File: config.mk
export PLATFORM = sky130hd
export DESIGN_NAME = mem_arbiter
export DESIGN_NICKNAME = d
export VERILOG_FILES = /design/src/rtl/mem_arbiter.sv
export SDC_FILE = /design/constraint.sdc
export NUM_CORES = 1
export LEC_CHECK = 0
export BUFFER_PORTS_ARGS = -buffer_cell sky130_fd_sc_hd__clkbuf_2
export CORE_AREA = 2 2 118 120
export CTS_CLUSTER_SIZE = 40
export DETAILED_ROUTE_END_ITERATION = 12
export DIE_AREA = 0 0 120 122
export HOLD_SLACK_MARGIN = 0.06
export MAX_ROUTING_LAYER = met4
export PLACE_DENSITY_LB_ADDON = 0.25
export SKIP_CTS_REPAIR_TIMING = 1
export SYNTH_ARGS = -nofsm -noshare
export SYNTH_HDL_FRONTEND = slang
export SYNTH_SLANG_ARGS = --single-unit
File: constraint.sdc
create_clock -name clk -period 5.4 [get_ports clk]
set_input_delay 0.27 -clock clk [delete_from_list [all_inputs] [get_ports clk]]
set_output_delay 0.27 -clock clk [all_outputs]
set_load 0.01 [all_outputs]
File: src/rtl/mem_arbiter.sv
// Arbitrates one single-port synchronous RAM between the fetch and load/store ports.
// Data requests win conflicts, but only for a bounded burst, so fetch is never starved.
module mem_arbiter #(
  parameter int ADDR_W         = 32,
  parameter int DATA_W         = 32,
  parameter int MAX_DATA_BURST = 4
) (
  input  logic                clk,
  input  logic                reset,
  input  logic                i_req,
  input  logic [ADDR_W-1:0]   i_addr,
  output logic                i_gnt,
  output logic                i_rvalid,
  output logic [DATA_W-1:0]   i_rdata,
  input  logic                d_req,
  input  logic [ADDR_W-1:0]   d_addr,
  input  logic [DATA_W/8-1:0] d_we,
  input  logic [DATA_W-1:0]   d_wdata,
  output logic                d_gnt,
  output logic                d_rvalid,
  output logic [DATA_W-1:0]   d_rdata,
  output logic [ADDR_W-1:0]   mem_addr,
  output logic [DATA_W/8-1:0] mem_write,
  output logic [DATA_W-1:0]   mem_wdata,
  input  logic [DATA_W-1:0]   mem_rdata,
  output logic [31:0]         fetch_stalls
);

  localparam int                BW        = $clog2(MAX_DATA_BURST + 1);
  localparam logic [BW-1:0]     BURST_MAX = BW'(MAX_DATA_BURST);

  typedef enum logic [1:0] {
    OWN_NONE = 2'd0,
    OWN_I    = 2'd1,
    OWN_D    = 2'd2
  } owner_e;

  owner_e        owner_q, owner_d;
  logic [BW-1:0] burst_q, burst_d;
  logic [31:0]   stalls_q, stalls_d;
  logic          burst_full;

  // Grant decision, memory drive and next-state for the issue pipeline.
  always_comb begin
    burst_full = (burst_q == BURST_MAX);
    i_gnt      = !reset && i_req && (!d_req || burst_full);
    d_gnt      = !reset && d_req && !(i_req && burst_full);

    mem_wdata  = d_wdata;
    if (i_gnt) begin
      mem_addr  = i_addr;
      mem_write = '0;
    end else if (d_gnt) begin
      mem_addr  = d_addr;
      mem_write = d_we;
    end else begin
      mem_addr  = '0;
      mem_write = '0;
    end

    // Burst count only tracks data grants taken while fetch is waiting.
    if (!i_req || i_gnt) begin
      burst_d = '0;
    end else if (d_gnt && !burst_full) begin
      burst_d = burst_q + 1'b1;
    end else begin
      burst_d = burst_q;
    end

    if (i_gnt) begin
      owner_d = OWN_I;
    end else if (d_gnt && (d_we == '0)) begin
      owner_d = OWN_D;
    end else begin
      owner_d = OWN_NONE;
    end

    if (i_req && !i_gnt) begin
      stalls_d = stalls_q + 32'd1;
    end else begin
      stalls_d = stalls_q;
    end
  end

  // Issue/response state; reset drops any in-flight read response.
  always_ff @(posedge clk or posedge reset) begin
    if (reset) begin
      owner_q  <= OWN_NONE;
      burst_q  <= '0;
      stalls_q <= 32'd0;
    end else begin
      owner_q  <= owner_d;
      burst_q  <= burst_d;
      stalls_q <= stalls_d;
    end
  end

  assign i_rvalid     = (owner_q == OWN_I);
  assign d_rvalid     = (owner_q == OWN_D);
  assign i_rdata      = mem_rdata;
  assign d_rdata      = mem_rdata;
  assign fetch_stalls = stalls_q;

endmodule
# --- After elaboration in Yosys (flattened, before gate mapping) ---
# Cells that the tools add are included.
classes:
  n_addsub: 2
  mux: 8
  n_eq_ne: 3
  n_reduce_logical: 18
ops:
  columns: ["cell", "n"]
  rows:
  - ["$mux W32", 2]
  - ["$add A32 B1 Y32 const B", 1]
  - ["$logic_and A1 B1 Y1", 8]
  - ["$mux W4", 2]
  - ["$logic_not A1 Y1", 6]
  - ["$mux W3", 2]
  - ["$logic_not A4 Y1", 1]
  - ["$mux W2", 2]
  - ["$add A3 B1 Y3 const B", 1]
  - ["$eq A3 B3 Y1 const B", 1]
  - ["$eq A2 B1 Y1 const B", 1]
  - ["$eq A2 B2 Y1 const B", 1]
  - ["$logic_or A1 B1 Y1", 2]
  - ["$reduce_bool A2 Y1", 1]
word_totals:
  regBits: 37
  in_bits: 136
  elab_cells: 34

# --- Logic depth before layout (Yosys ltp) ---
# Gate-level depths: netlist of run 1.
logic_depth:
  word_depth: 7
  ltp_mapped: 7
  mapped_depth_nobuf: 7

# --- Least setup slack after synthesis of run 1 ---
# OpenSTA, ideal clock, no wires.
synth_path:
  kind: "input port to output port"
  start: "input reset"
  end: "output mem_addr[27]"
  arrival_ns: 2.441
  stages: 7
  slack_ns: 2.689
  path_buffers: 3
  cell_sequence: "clkbuf_1 > inv_1 > nand2_1 > a31oi_1 > clkbuf_1 > clkbuf_1 > a22o_1"
synth_via:
  elab_chain_cells: 5
  word_cells_on_any_way: 7
synth_lines:
  columns: ["item", "line", "source"]
  rows:
  - ["start: declaration", "9", "input logic reset,"]
  - ["$logic_not A1 Y1 (no source line)", null, null]
  - ["$logic_and A1 B1 Y1 (2 in series)", "47", "d_gnt = !reset && d_req && !(i_req && burst_full);"]
  - ["named net d_gnt", "19", "output logic d_gnt,"]
  - ["$mux W32", "53", "end else if (d_gnt) begin"]
  - ["$mux W32", "50", "if (i_gnt) begin"]
  - ["end: declaration", "22", "output logic [ADDR_W-1:0] mem_addr,"]
# The timed path passes the listed nets, and every way through them passes these cells.

# --- Final worst setup path of run 1 ---
layout_path:
  start: "register burst_q[0]"
  end: "output mem_write[0]"
layout_via:
  elab_chain_cells: 6
  word_cells_on_any_way: 8
layout_lines:
  columns: ["item", "line", "source"]
  rows:
  - ["start: declaration", "39", "logic [BW-1:0] burst_q, burst_d;"]
  - ["start signal: assignment", "93", "burst_q <= burst_d;"]
  - ["$eq A3 B3 Y1 *", "45", "burst_full = (burst_q == BURST_MAX);"]
  - ["$logic_and A1 B1 Y1", "47", null]
  - ["$logic_not A1 Y1", "47", null]
  - ["$logic_and A1 B1 Y1", "47", null]
  - ["$mux W4", "53", null]
  - ["$mux W4 *", "50", null]
  - ["end: declaration", "23", "output logic [DATA_W/8-1:0] mem_write,"]
# Every way passes the cells marked *; elsewhere a longest branch is shown, timed or not.

==> results by group, run 1 <==
Global routing
  • Via count of the first global-routing pass: between 1500 and 2000
  • Wire length of the first global-routing pass: between 10 and 15 mm
  • Global Route Usage Sum: a little under a tenth
  • Number of antenna violations at the first check in global routing: 0
  • Remaining global-route overflow: 0
  • Maximum number of pins on one net before global-route repair: just over 40

Clock network
  • Clock transition time at the flip-flop clock pins of the worst setup and hold paths: approximately 0.06 ns
  • CTS tree: done
  • Sink count of the clock tree: 37
  • Clock tree root driver cell: sky130_fd_sc_hd__clkbuf_16
  • CTS max path bufs: 2
  • Inserted Clock Buffers: 5
  • Insertion delay of the later-clocked pin in the worst-skew pair: approximately 0.28 ns
  • Deepest level of the CTS H-tree: 2

Route
  • Number of DRC markers in iteration 0: 105
  • Top layer used by detailed routing: met4
  • Remaining DRCs: 0
  • Post-detailed-routing wire length: slightly above 7 mm
  • Number of detailed-routing iterations run before antenna repair: 4
  • Wire per inst: roughly 14 um
  • Detailed-route wire length on metal 1: ~3.2 mm
  • Number of vias after detailed routing: 2095
  • Via density: ~4.0
  • Met3 WL: approximately 590 um
  • DR WL met2: ~3.2 mm
  • Count of nets left with antenna violations after detail routing: 0

Floorplanning
  • Initial core utilization: around 21%
  • Die boundary height: around 120 um
  • Area of the die: 14600 um2
  • Number of placement rows: 43
  • Core ar.: about 14000 um2
  • Number of placed I/O pins: roughly 300
  • Die width: 120 um

Setup path
  • CP endpoint kind: output port
  • Launching element type of the critical path: flop
  • Startpoint of the worst setup timing path: burst_q[0]
  • Cell at the slowest stage of the critical path: sky130_fd_sc_hd__a31oi_4
  • Buffer and inverter count on the worst path: 2
  • Critical path, cell by cell: inv_1 > ha_1 > a31oi_4 > and2_1 > clkbuf_2
  • Arrival time reported for the critical path endpoint: around 2.3 ns
  • Worst endpoint required time: 5.13 ns
  • Maximum net fanout on the critical path: 38
  • RR Startpoint: burst_q[0]
  • CP Class: flop to output port
  • Worst stage delay on the critical path: 0.85 ns
  • Cell family with most CP delay: compound AO/OA/AOI/OAI gates

Power
  • Lkg Pwr: roughly 1.6 nW
  • Total power density per cell area: between 200 and 300 nW/um2
  • Highest ir drop seen on vdd: between 0.0001 and 0.00015 V
  • Post-layout total power: approximately 0.79 mW

Synthesis
  • Yosys Warn Count: 0
  • Mux cell area share after synthesis: less than 1%
  • Mean area per synthesized cell: about 9.6 um2
  • Synth Register Bits: 37
  • Synthesized area: about 2800 um2
  • Xor-xnor portion of the synthesized cell area: 9.77%
  • Number of distinct standard cells referenced by the synthesized netlist: 35
  • Number of instances in the synthesized netlist: roughly 290
  • Dominant combinational cell family by area after synthesis: buffers and inverters
  • Compound-Gate Fraction of Synth Area: ~13%
  • Synth Area in Simple Gates: ~14%
  • Adder-cell share of the synthesized area: 1.35%
  • Total nets after synthesis: 430
  • Share of synthesized area occupied by flip-flops and latches: 33.3%

Final layout
  • Share of cells above drive strength 1: a little under half
  • Final cell utilization of the core: roughly 23%
  • Total of fill cells in the finished design: between 1000 and 1500
  • Number of nets at the end of the flow: ~480
  • Diode count: 0
  • Total non-filler cell area in the finished layout: between 3000 and 4000 um2
  • Post-Layout Cell Count: 518
  • Layout overhead on the synthesized area: 12.7%

Run
  • Max-capacitance violation count: 0

Run status
  • Result of the run: completed

Placed design
  • Count of input and output buffers: ~140
  • Area after detailed placement: 3000 um2
  • Estimated wirelength of the detail-placed design: approximately 5.6 mm
  • Post-placement cell count: 511
  • Placer's final routability congestion estimate: 0.693

STA
  • Final setup viols: 0
  • Worst slew pin tran: roughly 1.1 ns
  • Setup TNS: 0 ns
  • RSZ-0062 raised after global routing: false
  • Max Clock Skew: between 0.007 and 0.008 ns
  • Headroom to the max-slew limit: between 20 and 30%
  • Final min period: 2.53 ns
  • Count of final max-slew check failures: 0
  • Final critical-path share of the clock period: 46.9%
  • Maximum operating frequency: approximately 390 MHz
  • Final hold viol count: 0

Min path
  • Worst hold path class: primary input to asynchronous set/reset pin
==> layout make-up <==
cell class                      instances  area (um2)  share of cell area (%)
Multi-Input combinational cell        144        1090                    34.9
Clock inverter                          1        8.76                   0.280
Sequential cell                        37         926                    29.6
Inverter                                5        18.8                   0.599
Timing Repair Buffer                  145         731                    23.3
Clock buffer                            6         129                    4.11
Tap cell                              180         225                    7.19
==> cells in the mapped netlist, drive strengths merged <==
cell type,number,area (um2)
xor2,7,61.3
or3,2,17.5
nand3,13,65.1
or3b,1,8.76
inv,5,18.8
nand4,7,50.1
nor2b,4,25.0
a31oi,1,6.26
buf,97,726
nor4,3,48.8
clkbuf,8,30.0
a21o,1,7.51
a21bo,1,10.0
ha,3,37.5
o21ai,3,15.0
and3,3,18.8
and2,6,37.5
nor2,6,25.0
a22o,32,280
a21boi,2,15.0
mux2,1,11.3
a21oi,2,10.0
nand2,14,52.6
nor3b,1,7.51
o211ai,1,12.5
and4,3,26.3
nor3,3,20.0
xnor2,24,210
dfrtp,37,926
==> final timing paths <==
check / slack, ns / end / cells past startpoint
worst min-delay path: 0.21 / fetch_stalls[1] / 3
worst max register to register: 3.08 / fetch_stalls[28] / 7
min in group clk: 0.33 / owner_q[1] / 3
worst min register to register: 0.47 / fetch_stalls[31] / 1
worst max-delay path: 2.87 / mem_write[0] / 5
max in group asynchronous: 4.83 / owner_q[0] / 3
==> where the power goes <==
group          internal [mW]  switching (mW)  leakage [nW]  total, mW
Clock                  0.169           0.106        0.0669      0.275
Combinational         0.0844          0.0904          1.07      0.175
Sequential             0.302          0.0355         0.500      0.338
Total                  0.556           0.232          1.63      0.788
==> tightest hold or removal path, stage by stage <==
cell and delay (ns):
sky130_fd_sc_hd__clkbuf_2 0.14, sky130_fd_sc_hd__inv_1 0.09, sky130_fd_sc_hd__buf_4 0.43
==> cell usage in the layout (no fill, tap or decap), types with 2 or more instances in the layout <==
cell type	Yosys	final
sky130_fd_sc_hd__buf_4	96	2
sky130_fd_sc_hd__xor2_1	7	7
sky130_fd_sc_hd__nor2_1	5	5
sky130_fd_sc_hd__clkbuf_16	0	5
sky130_fd_sc_hd__a21oi_1	2	2
sky130_fd_sc_hd__nand3_1	13	13
sky130_fd_sc_hd__a22o_1	32	32
sky130_fd_sc_hd__and3_1	3	3
sky130_fd_sc_hd__nor3_1	2	2
sky130_fd_sc_hd__nor2b_1	4	4
sky130_fd_sc_hd__nand4_1	6	6
sky130_fd_sc_hd__nand2_1	14	14
sky130_fd_sc_hd__o21ai_0	3	3
sky130_fd_sc_hd__inv_1	5	5
sky130_fd_sc_hd__ha_1	3	3
sky130_fd_sc_hd__clkbuf_2	0	143
sky130_fd_sc_hd__nor4_4	2	2
sky130_fd_sc_hd__and2_1	6	6
sky130_fd_sc_hd__and4_1	3	3
sky130_fd_sc_hd__xnor2_1	24	24
sky130_fd_sc_hd__a21boi_0	2	2
sky130_fd_sc_hd__dfrtp_1	37	37
==> logic make-up after synthesis <==
group	count (synthesis)
compound gates	43
xor+xnor	31
fa+ha+maj	3
buf+inv	110
flops	37
mux	1
simple gates	66
==> metrics by stage <==
stage / hold WS, ns / worst slack (ns)
finish: 0.206 / 2.87
global route: 0.317 / 2.70
CTS: 0.241 / 2.81
detailed placement: 0.464 / 3.04
global placement: 0.463 / 3.10
floorplan: 0.399 / 2.69
==> sequential cells by signal, summed over array words and instances (netlist names) <==
signal	count
owner_q	2
fetch_stalls	32
burst_q	3
==> routing by layer <==
| layer | vias up | global-route usage [%] |
|---|---|---|
| met1 | 969 | 12.2 |
| met5 | - | - |
| met2 | 95 | 13.2 |
| li1 | 997 | - |
| met4 | 0 | 4.63 |
| met3 | 34 | 3.18 |
(Power assumes the default switching activity.)
==> inputs of run 2 (changes only) <==
- ABC_AREA: unset -> 1
- CORE_AREA: 2 2 118 120 -> 2 2 117 119
- DIE_AREA: 0 0 120 122 -> 0 0 119 121
- clock period: 5.4 -> 2.57 ns (I/O delays scaled with it)
==> results by group, run 2 <==
Run status
  • Result of the run: completed

Route
  • Number of DRC markers in iteration 0: around 120
  • Via density: ~4.3
  • Post-detailed-routing wire length: approximately 9.8 mm
  • Number of vias after detailed routing: between 2000 and 3000
  • Remaining DRCs: 0
  • Wire per inst: between 10 and 15 um
  • Number of detailed-routing iterations run before antenna repair: 4
  • Count of nets left with antenna violations after detail routing: 0

Floorplanning
  • Initial core utilization: about 25%
  • Number of placed I/O pins: approximately 300
  • Number of placement rows: 42
  • Core ar.: 13100 um2
  • Area of the die: about 14000 um2
  • Die boundary height: roughly 120 um
  • Die width: around 120 um

STA
  • Final hold viol count: 0
  • Fin Hold WS: about 0.16 ns
  • Headroom to the max-slew limit: approximately two thirds
  • Setup TNS: 0 ns
  • Final critical-path share of the clock period: between 80% and 90%
  • Worst slew pin tran: approximately 0.50 ns
  • Count of final max-slew check failures: 0
  • Final min period: about 2.3 ns
  • RSZ-0062 raised after global routing: false
  • Maximum operating frequency: between 400 and 500 MHz
  • Max Clock Skew: 0.00634 ns
  • Final setup viols: 0

Synthesis
  • Mean area per synthesized cell: around 7.5 um2
  • Compound-Gate Fraction of Synth Area: a little under a tenth
  • Most frequent cells after synthesis: sky130_fd_sc_hd__nand2_1, sky130_fd_sc_hd__buf_4, sky130_fd_sc_hd__nor2_1, sky130_fd_sc_hd__dfrtp_1, sky130_fd_sc_hd__inv_1
  • Main flop type after synthesis: sky130_fd_sc_hd__dfrtp_1
  • Cell with the most instances after synthesis: sky130_fd_sc_hd__nand2_1
  • Xor-xnor portion of the synthesized cell area: 3.72%
  • Synth Area in Simple Gates: ~28%
  • Dominant combinational cell family by area after synthesis: buffers and inverters
  • Async set-or-reset flop fraction in the synthesized netlist: 100%
  • Adder-cell share of the synthesized area: under 10%
  • Share of Yosys cell area claimed by the top area cell type: around 29%
  • Top cells by area, synth: sky130_fd_sc_hd__dfrtp_1, sky130_fd_sc_hd__buf_4, sky130_fd_sc_hd__nand2_1
  • Number of distinct standard cells referenced by the synthesized netlist: 26
  • Biggest area consumer among synthesized cells: sky130_fd_sc_hd__dfrtp_1
  • Number of instances in the synthesized netlist: 430
  • Synthesized area: around 3200 um2
  • Post-synth EDFFs: 0
  • Total nets after synthesis: around 570
  • Share of synthesized area occupied by flip-flops and latches: between 20% and 30%
  • Yosys Warn Count: 0
  • Mux cell area share after synthesis: 0%
  • Synth Register Bits: 37

Setup path
  • Maximum net fanout on the critical path: 24
  • Launching element type of the critical path: flop
  • Worst Setup EP: mem_addr[14]
  • Startpoint of the worst setup timing path: burst_q[0]
  • Arrival time reported for the critical path endpoint: 2.12 ns
  • Depth of the most critical reg-to-reg path: 10
  • FF-to-FF setup slack: about 0.72 ns
  • CP endpoint kind: output port
  • RR Startpoint: burst_q[0]
  • End of the worst register-to-register path: fetch_stalls[13]
  • Worst endpoint required time: between 2 and 2.5 ns
  • CP Class: flop to output port

Global routing
  • Met2 routing resource usage after global routing: between 20% and 30%
  • Via count of the first global-routing pass: ~2700
  • Most Used Layer, Global Route: met2
  • Global Route Usage Sum: between 10% and 20%
  • Met1 routing resource usage after global routing: between 10 and 15%
  • Met3 global-route usage: 3.43%
  • Remaining global-route overflow: 0
  • Wire length of the first global-routing pass: ~15 mm
  • Number of antenna violations at the first check in global routing: 1
  • Maximum number of pins on one net before global-route repair: 38

Placed design
  • Count of input and output buffers: ~140
  • Area after detailed placement: ~3400 um2
  • Estimated wirelength of the detail-placed design: between 8 and 9 mm
  • Placer's final routability congestion estimate: between 0.8 and 0.9

Run
  • Max-capacitance violation count: 0

Min path
  • Worst hold path class: primary input to flop

Final layout
  • Max FFs per register: 32
  • Layout overhead on the synthesized area: 10.8%
  • Total non-filler cell area in the finished layout: between 3000 and 4000 um2
  • Leading cell types in the layout, fill and taps excluded: sky130_fd_sc_hd__clkbuf_2, sky130_fd_sc_hd__nand2_1, sky130_fd_sc_hd__nor2_1, sky130_fd_sc_hd__dfrtp_1, sky130_fd_sc_hd__inv_1
  • Most common cell after layout, fill and taps aside: sky130_fd_sc_hd__clkbuf_2
  • Share of cells above drive strength 1: a little over a third
  • Number of nets at the end of the flow: slightly above 600

Power
  • Lkg Pwr: 1.91 nW
  • Total power density per cell area: between 500 and 600 nW/um2
  • Highest ir drop seen on vdd: about 0.00024 V

Clock network
  • Clock tree root driver cell: sky130_fd_sc_hd__clkbuf_16
  • Deepest level of the CTS H-tree: 2
  • Clock transition time at the flip-flop clock pins of the worst setup and hold paths: around 0.06 ns
  • CTS tree: done
  • Insertion delay of the later-clocked pin in the worst-skew pair: 0.28 ns
  • Sink count of the clock tree: 37
  • Inserted Clock Buffers: 5
  • CTS max path bufs: 2
run 2: how the worst min path moves through the flow:
stage / startpoint / end / slack [ns] / cells past startpoint
finish: d_we[0] / owner_q[1] / 0.16 / 4
global placement: d_wdata[13] / mem_wdata[13] / 0.26 / 0
CTS: reset / fetch_stalls[15] / 0.03 / 3
global route: d_we[0] / owner_q[1] / 0.19 / 4
floorplan: d_we[3] / owner_q[1] / 0.20 / 1
detailed placement: d_wdata[13] / mem_wdata[13] / 0.26 / 0
run 2: power by group:
group,total (mW),switching [mW],internal (mW),leakage (nW)
clock network,0.742,0.258,0.485,0.0831
registers,0.735,0.0893,0.646,0.490
logic,0.425,0.233,0.192,1.34
run 2: through the flow:
| step | setup WS, ns | util [%] | power (mW) | std cells |
|---|---|---|---|---|
| 2_1_floorplan | 1.07 | - | 1.13 | 430 |
| 3_3_place_gp | 0.711 | 25.8 | 1.17 | 646 |
| 3_5_place_dp | 0.628 | 25.8 | 1.18 | 646 |
| 4_1_cts | 0.317 | 27.2 | 1.93 | 654 |
| 5_1_grt | 0.145 | 27.3 | 2.02 | 657 |
| 6_report | 0.320 | 27.3 | 1.90 | 657 |
run 2: layout make-up:
type                            count  area (um2)
Fill cell                        1441        9510
Multi-Input combinational cell    253        1360
Sequential cell                    37         926
Timing Repair Buffer              148         758
Tap cell                          176         220
Clock buffer                        6         139
Inverter                           34         130
Clock inverter                      2        37.5
Antenna cell                        1        2.50
run 2: metal layers:
metal	wire length [um]	part of all wire, %	up-vias
li1	-	-	1372
met1	3810	39	1248
met2	4810	49	144
met3	705	7.2	29
met4	458	4.7	0
met5	0	0	-
run 2: kinds of logic (layout without fill, tap and decap cells):
logic type,after synthesis,in the layout
simple gates,203,203
fa+ha+maj,3,3
other cells,0,1
compound gates,35,35
xor+xnor,12,12
buf+inv,140,190
flops,37,37
run 2: critical path, cell delays in order, from the launching register on:
cell and delay, ns:
sky130_fd_sc_hd__dfrtp_1 0.35, sky130_fd_sc_hd__inv_1 0.07, sky130_fd_sc_hd__ha_1 0.20, sky130_fd_sc_hd__nand2_2 0.07, sky130_fd_sc_hd__inv_1 0.04, sky130_fd_sc_hd__nand2_1 0.04
sky130_fd_sc_hd__nand2_1 0.12, sky130_fd_sc_hd__inv_1 0.27, sky130_fd_sc_hd__buf_4 0.32, sky130_fd_sc_hd__a22o_1 0.20, sky130_fd_sc_hd__clkbuf_2 0.14
